==> src/rtl/uart_rx_fc_pkg.sv <==
// Shared definitions for the flow-controlled UART receiver: FSM encoding and frame constants.
package uart_rx_fc_pkg;

    typedef enum logic [1:0] {
        IDLE  = 2'd0,
        START = 2'd1,
        DATA  = 2'd2,
        STOP  = 2'd3
    } rx_state_e;

    localparam int   DATA_BITS  = 8;
    localparam logic STOP_LEVEL = 1'b1;

endpackage

==> src/rtl/uart_rx_fifo.sv <==
// Synchronous byte FIFO; a pop in the same cycle frees the slot for a push into a full buffer.
module uart_rx_fifo #(
    parameter int DEPTH = 4,
    parameter int WIDTH = 8
) (
    input  logic                       clk,
    input  logic                       rst_n,
    input  logic                       push,
    input  logic [WIDTH-1:0]           push_data,
    output logic                       push_ok,
    input  logic                       pop,
    output logic [WIDTH-1:0]           rd_data,
    output logic                       full,
    output logic                       empty,
    output logic [$clog2(DEPTH):0]     count,
    output logic [$clog2(DEPTH):0]     count_next
);

    localparam int AW = $clog2(DEPTH);
    localparam int CW = AW + 1;

    logic [WIDTH-1:0] mem_q [DEPTH];
    logic [WIDTH-1:0] mem_d [DEPTH];
    logic [AW-1:0]    wr_ptr_q, wr_ptr_d;
    logic [AW-1:0]    rd_ptr_q, rd_ptr_d;
    logic [CW-1:0]    count_q, count_d;
    logic             pop_ok;

    assign full    = (count_q == CW'(DEPTH));
    assign empty   = (count_q == '0);
    assign pop_ok  = pop && !empty;
    assign push_ok = push && (!full || pop_ok);
    assign rd_data = mem_q[rd_ptr_q];
    assign count      = count_q;
    assign count_next = count_d;

    always_comb begin
        // NOTE: every comb output gets a default first so no path leaves it unassigned (no latch).
        mem_d    = mem_q;
        wr_ptr_d = wr_ptr_q;
        rd_ptr_d = rd_ptr_q;
        count_d  = count_q;
        if (push_ok) begin
            mem_d[wr_ptr_q] = push_data;
            wr_ptr_d        = wr_ptr_q + 1'b1;
        end
        if (pop_ok) begin
            rd_ptr_d = rd_ptr_q + 1'b1;
        end
        unique case ({push_ok, pop_ok})
            2'b10:   count_d = count_q + 1'b1;
            2'b01:   count_d = count_q - 1'b1;
            default: count_d = count_q;
        endcase
    end

    always_ff @(posedge clk or negedge rst_n) begin
        if (!rst_n) begin
            // NOTE: the storage is reset too, so rx_data reads zero out of reset; cheap at this depth.
            for (int i = 0; i < DEPTH; i++) begin
                mem_q[i] <= '0;
            end
            wr_ptr_q <= '0;
            rd_ptr_q <= '0;
            count_q  <= '0;
        end else begin
            // NOTE: sequential state uses non-blocking assignment so all flops update together.
            mem_q    <= mem_d;
            wr_ptr_q <= wr_ptr_d;
            rd_ptr_q <= rd_ptr_d;
            count_q  <= count_d;
        end
    end

endmodule

==> src/rtl/uart_rx_fc.sv <==
// 8N1 UART receiver with byte FIFO, valid/ready output and RTS flow control.
module uart_rx_fc
    import uart_rx_fc_pkg::*;
#(
    parameter int CLK_FREQ   = 100000000,
    parameter int BAUD       = 115200,
    parameter int FIFO_DEPTH = 4
) (
    input  logic       clk,
    input  logic       rst_n,
    input  logic       uart_rxd,
    output logic       uart_rts,
    output logic [7:0] rx_data,
    output logic       rx_valid,
    input  logic       rx_ready,
    output logic       frame_err,
    output logic       overrun
);

    localparam int          DIV     = CLK_FREQ / BAUD;
    localparam logic [15:0] DIV_M1  = 16'(DIV - 1);
    localparam logic [15:0] HALF_M1 = 16'(DIV / 2 - 1);
    localparam int          CW      = $clog2(FIFO_DEPTH) + 1;

    rx_state_e   state_q, state_d;
    logic        rx_meta_q, rx_meta_d;
    logic        rxs_q, rxs_d;
    logic        rxs_prev_q, rxs_prev_d;
    logic [15:0] cnt_q, cnt_d;
    logic [2:0]  bit_idx_q, bit_idx_d;
    logic [7:0]  shift_q, shift_d;
    logic        rts_q, rts_d;

    logic          tick;
    logic          stop_sample;
    logic          push;
    logic          push_ok;
    logic          pop;
    logic          fifo_full;
    logic          fifo_empty;
    logic [CW-1:0] fifo_count;
    logic [CW-1:0] fifo_count_next;

    assign tick = (cnt_q == 16'd0);

    // Two-flop synchroniser plus a delayed copy for falling-edge start detection.
    always_comb begin
        rx_meta_d  = uart_rxd;
        rxs_d      = rx_meta_q;
        rxs_prev_d = rxs_q;
        rts_d      = (fifo_count_next <= CW'(FIFO_DEPTH - 2));
    end

    always_ff @(posedge clk or negedge rst_n) begin
        if (!rst_n) begin
            state_q    <= IDLE;
            rx_meta_q  <= 1'b1;
            rxs_q      <= 1'b1;
            rxs_prev_q <= 1'b1;
            cnt_q      <= '0;
            bit_idx_q  <= '0;
            shift_q    <= '0;
            rts_q      <= 1'b0;
        end else begin
            state_q    <= state_d;
            rx_meta_q  <= rx_meta_d;
            rxs_q      <= rxs_d;
            rxs_prev_q <= rxs_prev_d;
            cnt_q      <= cnt_d;
            bit_idx_q  <= bit_idx_d;
            shift_q    <= shift_d;
            rts_q      <= rts_d;
        end
    end

    always_comb begin
        state_d   = state_q;
        cnt_d     = tick ? cnt_q : cnt_q - 16'd1;
        bit_idx_d = bit_idx_q;
        shift_d   = shift_q;
        unique case (state_q)
            IDLE: begin
                cnt_d = cnt_q;
                if (!rxs_q && rxs_prev_q) begin
                    cnt_d   = HALF_M1;
                    state_d = START;
                end
            end
            START: begin
                if (tick) begin
                    if (rxs_q) begin
                        state_d = IDLE;
                    end else begin
                        cnt_d     = DIV_M1;
                        bit_idx_d = '0;
                        state_d   = DATA;
                    end
                end
            end
            DATA: begin
                if (tick) begin
                    shift_d   = {rxs_q, shift_q[7:1]};
                    cnt_d     = DIV_M1;
                    bit_idx_d = bit_idx_q + 3'd1;
                    if (bit_idx_q == 3'(DATA_BITS - 1)) begin
                        state_d = STOP;
                    end
                end
            end
            STOP: begin
                if (tick) begin
                    state_d = IDLE;
                end
            end
            default: state_d = IDLE;
        endcase
    end

    // Stop-bit decision: push, or flag a bad stop bit / a refused push.
    always_comb begin
        stop_sample = (state_q == STOP) && tick;
        push        = stop_sample && (rxs_q == STOP_LEVEL);
        frame_err   = stop_sample && (rxs_q != STOP_LEVEL);
        overrun     = push && !push_ok;
    end

    assign pop      = rx_valid && rx_ready;
    assign rx_valid = !fifo_empty;
    assign uart_rts = rts_q;

    uart_rx_fifo #(
        .DEPTH (FIFO_DEPTH),
        .WIDTH (8)
    ) u_fifo (
        .clk        (clk),
        .rst_n      (rst_n),
        .push       (push),
        .push_data  (shift_q),
        .push_ok    (push_ok),
        .pop        (pop),
        .rd_data    (rx_data),
        .full       (fifo_full),
        .empty      (fifo_empty),
        .count      (fifo_count),
        .count_next (fifo_count_next)
    );

endmodule
==> config.mk <==
export PLATFORM = sky130hd
export DESIGN_NAME = uart_rx_fc
export DESIGN_NICKNAME = d
export VERILOG_FILES = /design/src/rtl/uart_rx_fc_pkg.sv /design/src/rtl/uart_rx_fifo.sv /design/src/rtl/uart_rx_fc.sv
export SDC_FILE = /design/constraint.sdc
export NUM_CORES = 1
export LEC_CHECK = 0
export CAP_MARGIN = 20
export CORE_MARGIN = 2
export CORE_UTILIZATION = 50
export CTS_CLUSTER_DIAMETER = 50
export DETAILED_ROUTE_END_ITERATION = 10
export PLACE_DENSITY = 0.64
export SYNTH_ARGS = -nofsm -noshare
export SYNTH_HDL_FRONTEND = slang
export SYNTH_HIERARCHICAL = 1
export SYNTH_SLANG_ARGS = --single-unit
==> constraint.sdc <==
create_clock -name clk -period 3.5 [get_ports clk]
set_clock_uncertainty 0.2 [all_clocks]
set_input_delay 0.7 -clock clk [delete_from_list [all_inputs] [get_ports clk]]
set_output_delay 0.7 -clock clk [all_outputs]
set_load 0.005 [all_outputs]
# Word level (Yosys, flattened, before mapping)
# Index checks and enable logic that the tools add are counted.
# totals
regBits,72
in_bits,4
output_inout_bits,12
word_cells,86
# classes
n_addsub,6
magnitude_cmp,4
eq_ne,13
n_mux,24
bitwise,3
n_reduce_logical,21
# op_table
cell,n
$mux 16,5
$pmux 16 s3,1
$bwmux 32,1
$mux 8,3
$bmux 8 s2,1
$demux 8 s2,1
$logic_not 16->1,1
$sub 16x1->16 const B,1
$mux 2,6
$ne 2x2->1 const B,6
$pmux 3 s2,2
$logic_and 1x1->1,9
$mux 3,3
$pmux 2 s4,1
$add 3x1->3 const B,2
$eq 2x2->1 const B,3
$eq 3x3->1 const B,2
$ge 3x3->1 const B,2
$not 2->3,2
$reduce_and 5->1,1
$add 2x1->2 const B,2
$eq 2x1->1 const B,2
$logic_not 1->1,4
$reduce_and 4->1,1
9 further kinds,9

# Depth between registers and ports, before layout
# Gate-level depths: netlist (run 1).
# depth
ltp_word,9
ltp_mapped,13
mapped_depth_nobuf,13

# Modules after synthesis
# The synthesis (run 1) kept the hierarchy.
# by_module_without_submodules
module,instances,cells_each,area_each_um2,seq_area_each_um2
uart_rx_fc,1,175,1901.8,829.5
uart_rx_fifo,1,116,1801.7,975.9

# Least setup slack after synthesis (run 1)
# Ideal clock, no wire load.
# synth_timing
path_kind,reg2reg
startpoint,register cnt_q[0]
endpoint,register rts_q (netlist: uart_rts)
setup_ps,127
arrival_ps,2743
required_time_ps,3173
path_slack_ps,430
stages_incl_launch_ff,12
n_path_buf,0
synth_period_minus_slack_ps,3070
path_cell_list,dfrtp_1 > inv_1 > ha_1 > nor4b_2 > nand4_1 > nor3_1 > nand2b_1 > ha_1 > inv_1 > fa_1 > mux2i_1 > a21oi_1
# synth_between
elab_chain_len,7
elab_cells_between_ends,8
cone_classes,order compare (1); eq/ne (2); mux (1); reduce/logical (4)
# synth_lines
item,line,rtl
from (decl),uart_rx_fc.sv:29,"logic [15:0] cnt_q, cnt_d;"
from (signal assigned),uart_rx_fc.sv:69,cnt_q <= cnt_d;
$logic_not 16->1 (*),uart_rx_fc.sv:44,assign tick = (cnt_q == 16'd0);
$logic_and 1x1->1 (*),uart_rx_fc.sv:121,stop_sample = (state_q == STOP) && tick;
$logic_and 1x1->1 (*),uart_rx_fc.sv:122,push = stop_sample && (rxs_q == STOP_LEVEL);
net push,uart_rx_fc.sv:36,logic push;
$logic_and 1x1->1 (*),uart_rx_fifo.sv:32,assign push_ok = push && (!full || pop_ok);
$eq 2x1->1 or $eq 2x2->1 (tied branches),uart_rx_fifo.sv:50,"unique case ({push_ok, pop_ok})"
$pmux 3 s2 (*),uart_rx_fifo.sv:50,
net fifo_count_next[1],uart_rx_fc.sv:42,logic [CW-1:0] fifo_count_next;
$le 3x2->1 (*),uart_rx_fc.sv:51,rts_d = (fifo_count_next <= CW'(FIFO_DEPTH - 2));
net rts_d,uart_rx_fc.sv:32,"logic rts_q, rts_d;"
to (signal assigned),uart_rx_fc.sv:72,rts_q <= rts_d;
to (decl),uart_rx_fc.sv:32,
# Mark *: on every way through the listed nets, which the timed path passes. The rest lies on a longest branch.
# A chain may end at the register's enable or synchronous reset.

# Worst setup path after layout (run 1)
# layout_timing
startpoint,register cnt_q[0]
endpoint,output port overrun
# layout_between
elab_chain_len,6
# layout_lines
item,line,rtl
$logic_not 16->1,uart_rx_fc.sv:44,
$logic_and 1x1->1,uart_rx_fc.sv:121,
$logic_and 1x1->1,uart_rx_fc.sv:122,
net push,uart_rx_fc.sv:36,
$logic_and 1x1->1,uart_rx_fifo.sv:32,
net push_ok,uart_rx_fc.sv:37,logic push_ok;
$logic_not 1->1,uart_rx_fc.sv:124,overrun = push && !push_ok;
$logic_and 1x1->1,uart_rx_fc.sv:124,
to (decl),uart_rx_fc.sv:17,output logic overrun
# The timed path passes the listed nets, and every way through them passes these cells.

==> metrics, run 1 <==
final hold violation count 0; Flop pwr share 43.4%; Final Cell Area roughly 4300 um^2; number of hold buffers added after cts 0; max-slew violations 0; maximum VDD drop between 0.3 and 0.4 mV; maxcap violations 0; Area growth syn-to-layout 15.2%; Max-slew headroom roughly two fifths; clock sink count slightly above 70; drt total wl between 7000 and 8000 um; yosys warns 6; post-layout min period between 3 and 4 ns; Comb pwr share 26.5%; GRT Total Usage about a fifth; period utilisation layout between 80% and 90%; Syn Nets around 310; WP data arrival around 2.2 ns; layout cells sized above 1 between 30% and 40%; DP HPWL approximately 4600 um; Mapped Cells 290; critical path required time ~2.6 ns; drt drc 0; Cells after DPL between 400 and 500; first-pass GRT wire length approximately 12000 um; detail-routed net length per standard cell 17.1 um; DP Area approximately 4000 um^2; Reg clk slew, reported paths approximately 0.08 ns; DR pass1 iterations 4; Mapped Area between 3000 and 4000 um^2; vias in the first global route around 2400; final setup vio count 0; via-per-instance ratio 5.74; synthesized area per cell between 10 and 15 um^2; Final ANT Viol Nets 0; via count about 2400; maximum clock insertion buffer count 2; Worst Setup Path Type reg2out; number of cell rows 31; pin count of the biggest net entering global routing 73; Int Power between 1.5 and 2 mW; io pins 16; worst hold slack roughly 0.16 ns; DP Worst Slack 0.0826 ns; initial antenna violation count 0; met2 usage approximately 28%; initial core utilization just over 50%; Max FO, Critical Path 7; critical path launch point type flip-flop; worst slew pin tran 0.902 ns; die width 90.0 um; Leak just under 2 nW; status completed; total power 2.68 mW; final-stage net count ~330; R2R setup slack between 0.4 and 0.5 ns; fin cells between 400 and 500; Clk network pwr share around 30%; die area between 8000 and 9000 um^2; grt peak-use layer met1; clock root buffer clkbuf_8; CTS H-Tree Depth 3; TritonCTS clock tree done; setup tns final 0 ns; utilization after layout about three fifths; Worst Hold Class reg2reg; final worst setup slack 0.373 ns; GRT met1 Usage 28.9%; die height roughly 90 um; initial DRC count approximately 150; sw power between 0.9 and 1 mW; Placer Congestion 0.779; IO Port Bufs 15; CTS Buf Count 9; Critical Path Sink Type primary output; # diodes 0; Power Density 630 nW/um^2; Worst-Skew Late Latency 0.34 ns; CORE AREA between 7000 and 8000 um^2; total gr overflow 0; fmax ~320 MHz; Sw Ratio 34.5%; unrepaired setup endpoints after global routing false; M3 GR Usage 3.27%
## metal layers
layer / routed length [um] / up-vias
met5: 0 / -
met4: 126 / 0
met3: 243 / 9
met2: 3190 / 48
met1: 3620 / 1206
li1: - / 1154
## registers in the layout (all words and copies together) (netlist names), named ones only
signal,flops
u_fifo/mem_q,32
cnt_q,16
shift_q,8
bit_idx_q,3
u_fifo/count,3
u_fifo/rd_ptr_q,2
u_fifo/wr_ptr_q,2
rx_meta_q,1
rxs_prev_d,1
rxs_prev_q,1
state_q,1
uart_rts,1
## repair_timing
item,CTS,global route
setup endpoints to repair,2,2
pin swaps,0,2
buffers inserted,1,1
gates resized for setup,1,5
## placed cells by master, fill, tap and decap left out, types with 4 or more instances in the layout
cell             count
dfrtp_1             68
mux2_2              35
nand2_1             15
nor2_1              15
buf_4               12
clkdlybuf4s50_1     12
ha_1                10
inv_1                9
o21ai_0              9
clkbuf_8             9
mux4_2               8
a21oi_1              7
or4_1                7
mux2_4               7
o31ai_1              6
nor3_1               5
nor4_1               4
o211ai_1             4
nor2_2               4
## power by group through the flow
stage / combinational, mW / clock [mW] / sequential [mW]
floorplan: 0.601 / 0 / 1.06
global placement: 0.682 / 0 / 1.17
detailed placement: 0.691 / 0 / 1.18
CTS: 0.708 / 0.820 / 1.16
global route: 0.796 / 0.856 / 1.20
finish: 0.711 / 0.806 / 1.17
## final cells by class
type / instances / area [um^2]
clock buffers: 10 / 128
clock inverters: 6 / 116
fillers: 619 / 2960
inverters: 10 / 37.5
multi-input cells: 198 / 1810
flip-flops and latches: 72 / 1810
well taps: 99 / 124
repair buffers: 26 / 235
## critical path: stages (launching register included)
cell and delay, ns:
dfrtp_2 0.45, inv_1 0.09, ha_1 0.20, nor4b_4 0.25, nand4_1 0.25, nor3_2 0.27
nand2b_1 0.10, inv_1 0.08, nor4_2 0.05, dlymetal6s2s_1 0.15
## path summary, 6_finish.rpt
check,from,end,cells past startpoint
max,cnt_q[0]$_DFFE_PN0P_,overrun,9
min,rx_meta_q$_DFF_PN1_,rxs_prev_d$_DFF_PN1_,0
max reg2reg,cnt_q[0]$_DFFE_PN0P_,uart_rts$_DFF_PN0_,12
min reg2reg,rx_meta_q$_DFF_PN1_,rxs_prev_d$_DFF_PN1_,0
max in group asynchronous,rst_n,cnt_q[0]$_DFFE_PN0P_,1
min in group asynchronous,rst_n,cnt_q[11]$_DFFE_PN0P_,1
(Power assumes the default switching activity.)
==> run 2: changes to the inputs <==
--- a/config.mk
+++ b/config.mk
@@ -6,7 +6,8 @@
 export NUM_CORES = 1
 export LEC_CHECK = 0
 export CAP_MARGIN = 20
-export CORE_MARGIN = 2
+export CORE_ASPECT_RATIO = 1.2
+export CORE_MARGIN = 4
 export CORE_UTILIZATION = 50
 export CTS_CLUSTER_DIAMETER = 50
 export DETAILED_ROUTE_END_ITERATION = 10
==> constraint.sdc (replaced) <==
create_clock -name clk -period 3.25 [get_ports clk]
set_clock_uncertainty 0.2 [all_clocks]
set_input_delay 0.65 -clock clk [delete_from_list [all_inputs] [get_ports clk]]
set_output_delay 0.65 -clock clk [all_outputs]
set_load 0.005 [all_outputs]
==> metrics, run 2 (synthesis results as in run 1) <==
status completed (unchanged); number of cell rows 34 (was 31); final worst setup slack 0.238 ns (was 0.373 ns); Final ANT Viol Nets 0 (unchanged); DR pass1 iterations 4 (unchanged); die area 8840 um^2 (was 8100 um^2); most common cell after layout, fill and taps aside dfrtp_1 (unchanged); CTS H-Tree Depth 3 (unchanged); maximum clock insertion buffer count 2 (unchanged); total gr overflow 0 (unchanged); DP HPWL 4940 um (was 4620 um); number of flip-flops in the largest register 32 (unchanged); utilization after layout 58.5% (was 59.0%); IO Port Bufs 15 (unchanged); period utilisation layout 92.7%; detail-routed net length per standard cell 17.3 um (was 17.1 um); drt drc 0 (unchanged); io pins 16 (unchanged); critical path launch point type flip-flop (unchanged); CORE AREA 7230 um^2 (was 7210 um^2); Hold Path Depth 0 (unchanged); unrepaired setup endpoints after global routing false (unchanged); first-pass GRT wire length 12100 um (was 12300 um); maxcap violations 0 (unchanged); met3 wire length 222 um (was 243 um); total power 2.75 mW (was 2.68 mW); FF/Latch Area 1810 um^2 (unchanged); DP Area 4010 um^2 (was 3970 um^2); Final Cell Area 4230 um^2 (was 4260 um^2); Regs by FF count u_fifo/mem_q (32), cnt_q (16), shift_q (8) (unchanged); drt total wl 7210 um (was 7180 um); Power Density 649 nW/um^2 (was 630 nW/um^2); GRT Total Usage 17.8% (was 19.3%); TritonCTS clock tree done (unchanged); final setup vio count 0 (unchanged); DR top layer met4 (unchanged); Placer Congestion 0.799 (was 0.779); max-slew violations 0 (unchanged); reg2reg path depth 12 (unchanged); met2 WL post-DR 3640 um (was 3190 um); clock root buffer clkbuf_8 (unchanged); Critical Path Sink Type primary output (unchanged); maximum VDD drop 0.413 mV (was 0.373 mV); WP data arrival 2.16 ns (was 2.23 ns); via-per-instance ratio 5.93 (was 5.74); clock sink count 72 (unchanged); Area growth syn-to-layout 14.5% (was 15.2%); Worst-Skew Late Latency 0.34 ns (about the same); pin count of the biggest net entering global routing 73 (unchanged); WL met1 3160 um (was 3620 um); # diodes 0 (unchanged); most frequent cells in the layout 68 x dfrtp_1, 35 x mux2_2, 17 x buf_4 (was 68 x dfrtp_1, 35 x mux2_2, 15 x nand2_1, 15 x nor2_1); Worst Setup Path Type reg2out (unchanged); fmax around 330 MHz; die width 86.5 um (was 90.0 um); Leak 1.91 nW (was 1.92 nW); final-stage net count 337 (was 332); CTS Buf Count 9 (unchanged); initial antenna violation count 0 (unchanged); critical path required time 2.40 ns (was 2.60 ns); DP Worst Slack -0.0322 ns (was 0.0826 ns); post-layout min period 3.01 ns; via count 2474 (was 2417); Max FO, Critical Path 6 (was 7); initial DRC count 78 (was 153); Reg clk slew, reported paths 0.08 ns (about the same); setup tns final 0 ns (unchanged); Reg with most FFs u_fifo/mem_q (unchanged); vias in the first global route 2583 (was 2401); die height 102 um (was 90.0 um); final hold violation count 0 (unchanged); area of the multi-input gates 1810 um^2 (about the same); Filler cells 618 (was 619); Worst Hold Class reg2reg (unchanged); worst slew pin tran 0.896 ns (was 0.902 ns); initial core utilization 51.1% (was 51.2%); Max-slew headroom 40.3% (was 39.8%); layout cells sized above 1 31.8% (was 30.7%)
[run 2: changes by cell type in the layout (fill, tap and decap cells not counted)]
cell and change:
buf_4 +5, bufinv_16 -2, clkinv_2 +2, clkbuf_8 +1, clkinv_4 -1, clkinvlp_4 +1, dlygate4sd2_1 +1, dlymetal6s2s_1 -1
ha_1 -1, ha_2 +1, inv_6 -1, nor4_1 +1, nor4_2 -1
[run 2: cell type report]
type	count	area share, %
Inverter	10	0.887
Multi-Input combinational cell	198	42.7
Sequential cell	72	42.7
Clock buffer	11	3.34
Tap cell	90	2.66
Timing Repair Buffer	31	6.36
Clock inverter	5	1.33
[run 2: path summary, 6_finish.rpt]
kind,to,slack [ns],start
max reg2reg,uart_rts$_DFF_PN0_,0.34,cnt_q[0]$_DFFE_PN0P_
max,overrun,0.24,cnt_q[0]$_DFFE_PN0P_
min,rxs_prev_d$_DFF_PN1_,0.16,rx_meta_q$_DFF_PN1_
min reg2reg,rxs_prev_d$_DFF_PN1_,0.16,rx_meta_q$_DFF_PN1_
max in group asynchronous,cnt_q[0]$_DFFE_PN0P_,2.02,rst_n
min in group asynchronous,cnt_q[2]$_DFFE_PN0P_,0.22,rst_n
[run 2: per-layer routing]
metal	vias to the layer above	track usage (%)
met1	1247	21.2
met5	-	0
met4	0	8.27
met2	41	30.0
li1	1165	-
met3	21	4.84
[run 2: report_power, final]
part / leakage, nW / internal (mW) / switching, mW
registers: 0.953 / 1.01 / 0.216
clock network: 0.0993 / 0.375 / 0.329
logic: 0.859 / 0.380 / 0.434
total: 1.91 / 1.77 / 0.979
[run 2: metrics by stage]
stage	instances	hold slack [ns]
6_report	417	0.157
5_1_grt	417	0.171
3_5_place_dp	400	0.150
2_1_floorplan	290	0.145
4_1_cts	416	0.166
3_3_place_gp	400	0.147
[run 2: worst max-delay path, cell delays in order, from the launching register on]
cell           delay [ns]
dfrtp_2              0.44
inv_1                0.09
ha_2                 0.19
nor4b_4              0.20
nand4_1              0.19
nor3_2               0.25
nand2b_1             0.09
inv_1                0.06
nor4_1               0.04
dlygate4sd2_1        0.26
[run 2: what timing repair did]
item | in CTS | in global routing
pin swaps | 1 | 1
setup endpoints to repair | 2 | 2
buffers inserted | 0 | 1
gates resized for setup | 3 | 3
hold buffers | 0 | 0
==> run 3: changes to the inputs <==
--- a/config.mk
+++ b/config.mk
@@ -6,7 +6,6 @@
 export NUM_CORES = 1
 export LEC_CHECK = 0
 export CAP_MARGIN = 20
-export CORE_ASPECT_RATIO = 1.2
 export CORE_MARGIN = 4
 export CORE_UTILIZATION = 50
 export CTS_CLUSTER_DIAMETER = 50
==> metrics, run 3 (synthesis results as in run 1) <==
Max-slew headroom 39.5% (was 40.3%); pin count of the biggest net entering global routing 73 (unchanged); Worst-Skew Late Latency 0.34 ns (about the same); number of cell rows 31 (was 34); cell with the largest stage delay on the worst path dfrtp_1 (was dfrtp_2); Power Density 651 nW/um^2 (was 649 nW/um^2); # diodes 0 (unchanged); first-pass GRT wire length 12200 um (was 12100 um); vias in the first global route 2452 (was 2583); Reg clk slew, reported paths 0.08 ns (about the same); via-per-instance ratio 5.74 (was 5.93); TritonCTS clock tree done (unchanged); IO Port Bufs 15 (unchanged); GRT Total Usage 18.0% (was 17.8%); number of hold buffers added after cts 0 (unchanged); Leak 1.90 nW (was 1.91 nW); CTS H-Tree Depth 3 (unchanged); total gr overflow 0 (unchanged); io pins 16 (unchanged); peak per-stage delay on the critical path 0.40 ns (was 0.44 ns); Max FO, Critical Path 4 (was 6); detail-routed net length per standard cell 17.0 um (was 17.3 um); maximum clock insertion buffer count 2 (unchanged); WP data arrival 2.19 ns (was 2.16 ns); via count 2450 (was 2474); period utilisation layout 93.6% (was 92.7%); DR pass1 iterations 4 (unchanged); Final ANT Viol Nets 0 (unchanged); status completed (unchanged); Reg with most FFs u_fifo/mem_q (unchanged); maxcap violations 0 (unchanged); Worst Setup Path Type reg2out (unchanged); most common cell after layout, fill and taps aside dfrtp_1 (unchanged); most frequent cells in the layout 69 x dfrtp_1, 35 x mux2_2, 18 x buf_4 (was 68 x dfrtp_1, 35 x mux2_2, 17 x buf_4); max-slew violations 0 (unchanged); fmax 329 MHz (was 332 MHz); layout cells sized above 1 31.7% (was 31.8%); number of flip-flops in the largest register 32 (unchanged); post-layout min period 3.04 ns (was 3.01 ns); CTS Buf Count 9 (unchanged); die height 94.0 um (was 102 um); final hold violation count 0 (unchanged); CORE AREA 7210 um^2 (was 7230 um^2); Worst Hold Class reg2reg (unchanged); DP HPWL 4920 um (was 4940 um); clock root buffer clkbuf_8 (unchanged); Area growth syn-to-layout 15.0% (was 14.5%); fin cells 427 (was 417); critical path required time 2.40 ns (about the same); final setup vio count 0 (unchanged); die width 94.0 um (was 86.5 um); Cells after DPL 409 (was 400); Regs by FF count u_fifo/mem_q (32), cnt_q (16), shift_q (8) (unchanged); setup tns final 0 ns (unchanged); critical path launch point type flip-flop (unchanged); initial core utilization 51.2% (was 51.1%); initial antenna violation count 0 (unchanged); clock sink count 72 (unchanged); critical path, cell by cell inv_1 -> ha_1 -> nor4b_4 -> nand4_1 -> nor3_2 -> nand2b_1 -> inv_1 -> nor4_1 -> dlygate4sd2_1 (was inv_1 -> ha_2 -> nor4b_4 -> nand4_1 -> nor3_2 -> nand2b_1 -> inv_1 -> nor4_1 -> dlygate4sd2_1); unrepaired setup endpoints after global routing false (unchanged); initial DRC count 197 (was 78); final-stage net count 338 (was 337); worst slew pin tran 0.908 ns (was 0.896 ns); Critical Path Sink Type primary output (unchanged); maximum VDD drop 0.392 mV (was 0.413 mV); Placer Congestion 0.849 (was 0.799); drt total wl 7250 um (was 7210 um); die area 8830 um^2 (was 8840 um^2); drt drc 0 (unchanged); most frequent CP cell inv_1 (unchanged)
-- run 3: cell types whose count changed in the layout (fill, tap and decap cells not counted) --
cell / previous run / this run
dfrtp_1: 68 / 69
clkinvlp_4: 1 / 4
nor3_1: 5 / 4
clkbuf_8: 10 / 9
clkinv_2: 2 / 0
ha_2: 1 / 0
inv_6: 0 / 1
ha_1: 9 / 10
nor3_2: 1 / 2
clkinv_4: 1 / 0
dfrtp_2: 1 / 0
buf_4: 17 / 18
-- run 3: where the power goes --
part / total, mW / switching [mW] / internal [mW]
sequential: 1.24 / 0.227 / 1.01
combinational: 0.827 / 0.425 / 0.403
clock: 0.699 / 0.342 / 0.357
-- run 3: final timing paths --
path                                      start                           end  slack [ns]  cells past startpoint
max in group asynchronous                 rst_n  u_fifo/mem_q[20]$_DFFE_PN0P_        2.02                      1
max reg2reg                cnt_q[1]$_DFFE_PN0P_            uart_rts$_DFF_PN0_        0.33                     12
max                        cnt_q[1]$_DFFE_PN0P_                       overrun        0.21                      9
min in group asynchronous                 rst_n         cnt_q[12]$_DFFE_PN0P_        0.23                      1
min reg2reg                 rx_meta_q$_DFF_PN1_          rxs_prev_d$_DFF_PN1_        0.16                      0
min                         rx_meta_q$_DFF_PN1_          rxs_prev_d$_DFF_PN1_        0.16                      0
-- run 3: critical path, delay by kind of cell (launching register included) --
kind,cells,cell delay (ns)
adder cells (fa/ha/maj),1,0.20
buffers and inverters,3,0.43
flip-flops,1,0.40
AND/OR/NAND/NOR,5,0.81
-- run 3: final cells by class --
cell class,count,area [um^2]
clock buffer,10,128
clock inverter,6,68.8
fill,620,2960
inverter,10,37.5
multi-input combinational,198,1810
sequential,72,1810
tap,99,124
timing repair buffer,32,277
-- run 3: what timing repair did --
| item | CTS | global route |
|---|---|---|
| buffers inserted | 2 | 0 |
| gates cloned | 0 | 0 |
| hold endpoints to repair | 0 | 0 |
| gates resized for setup | 3 | 2 |
| pin swaps | 1 | 1 |
| endpoints found under the setup margin | 2 | 2 |
-- run 3: per-layer routing --
| metal | track usage [%] | up-vias | share of wire, % |
|---|---|---|---|
| met2 | 28.3 | 52 | 48 |
| met5 | 0 | - | 0 |
| met3 | 4.81 | 5 | 4.1 |
| met4 | 4.33 | 0 | 0.86 |
| li1 | - | 1165 | - |
| met1 | 25.0 | 1228 | 47 |
-- run 3: stage by stage --
stage / setup slack [ns] / area, um^2 / util (%) / hold WS (ns) / power [mW]
detailed placement: -0.0568 / 4020 / 55.7 / 0.148 / 2.05
CTS: 0.0352 / 4240 / 58.8 / 0.163 / 2.79
global route: 0.0301 / 4250 / 58.9 / 0.171 / 2.95
finish: 0.206 / 4250 / 58.9 / 0.161 / 2.77
floorplan: 0.180 / 3700 / - / 0.145 / 1.79
global placement: -0.0251 / 4020 / 55.7 / 0.150 / 2.02
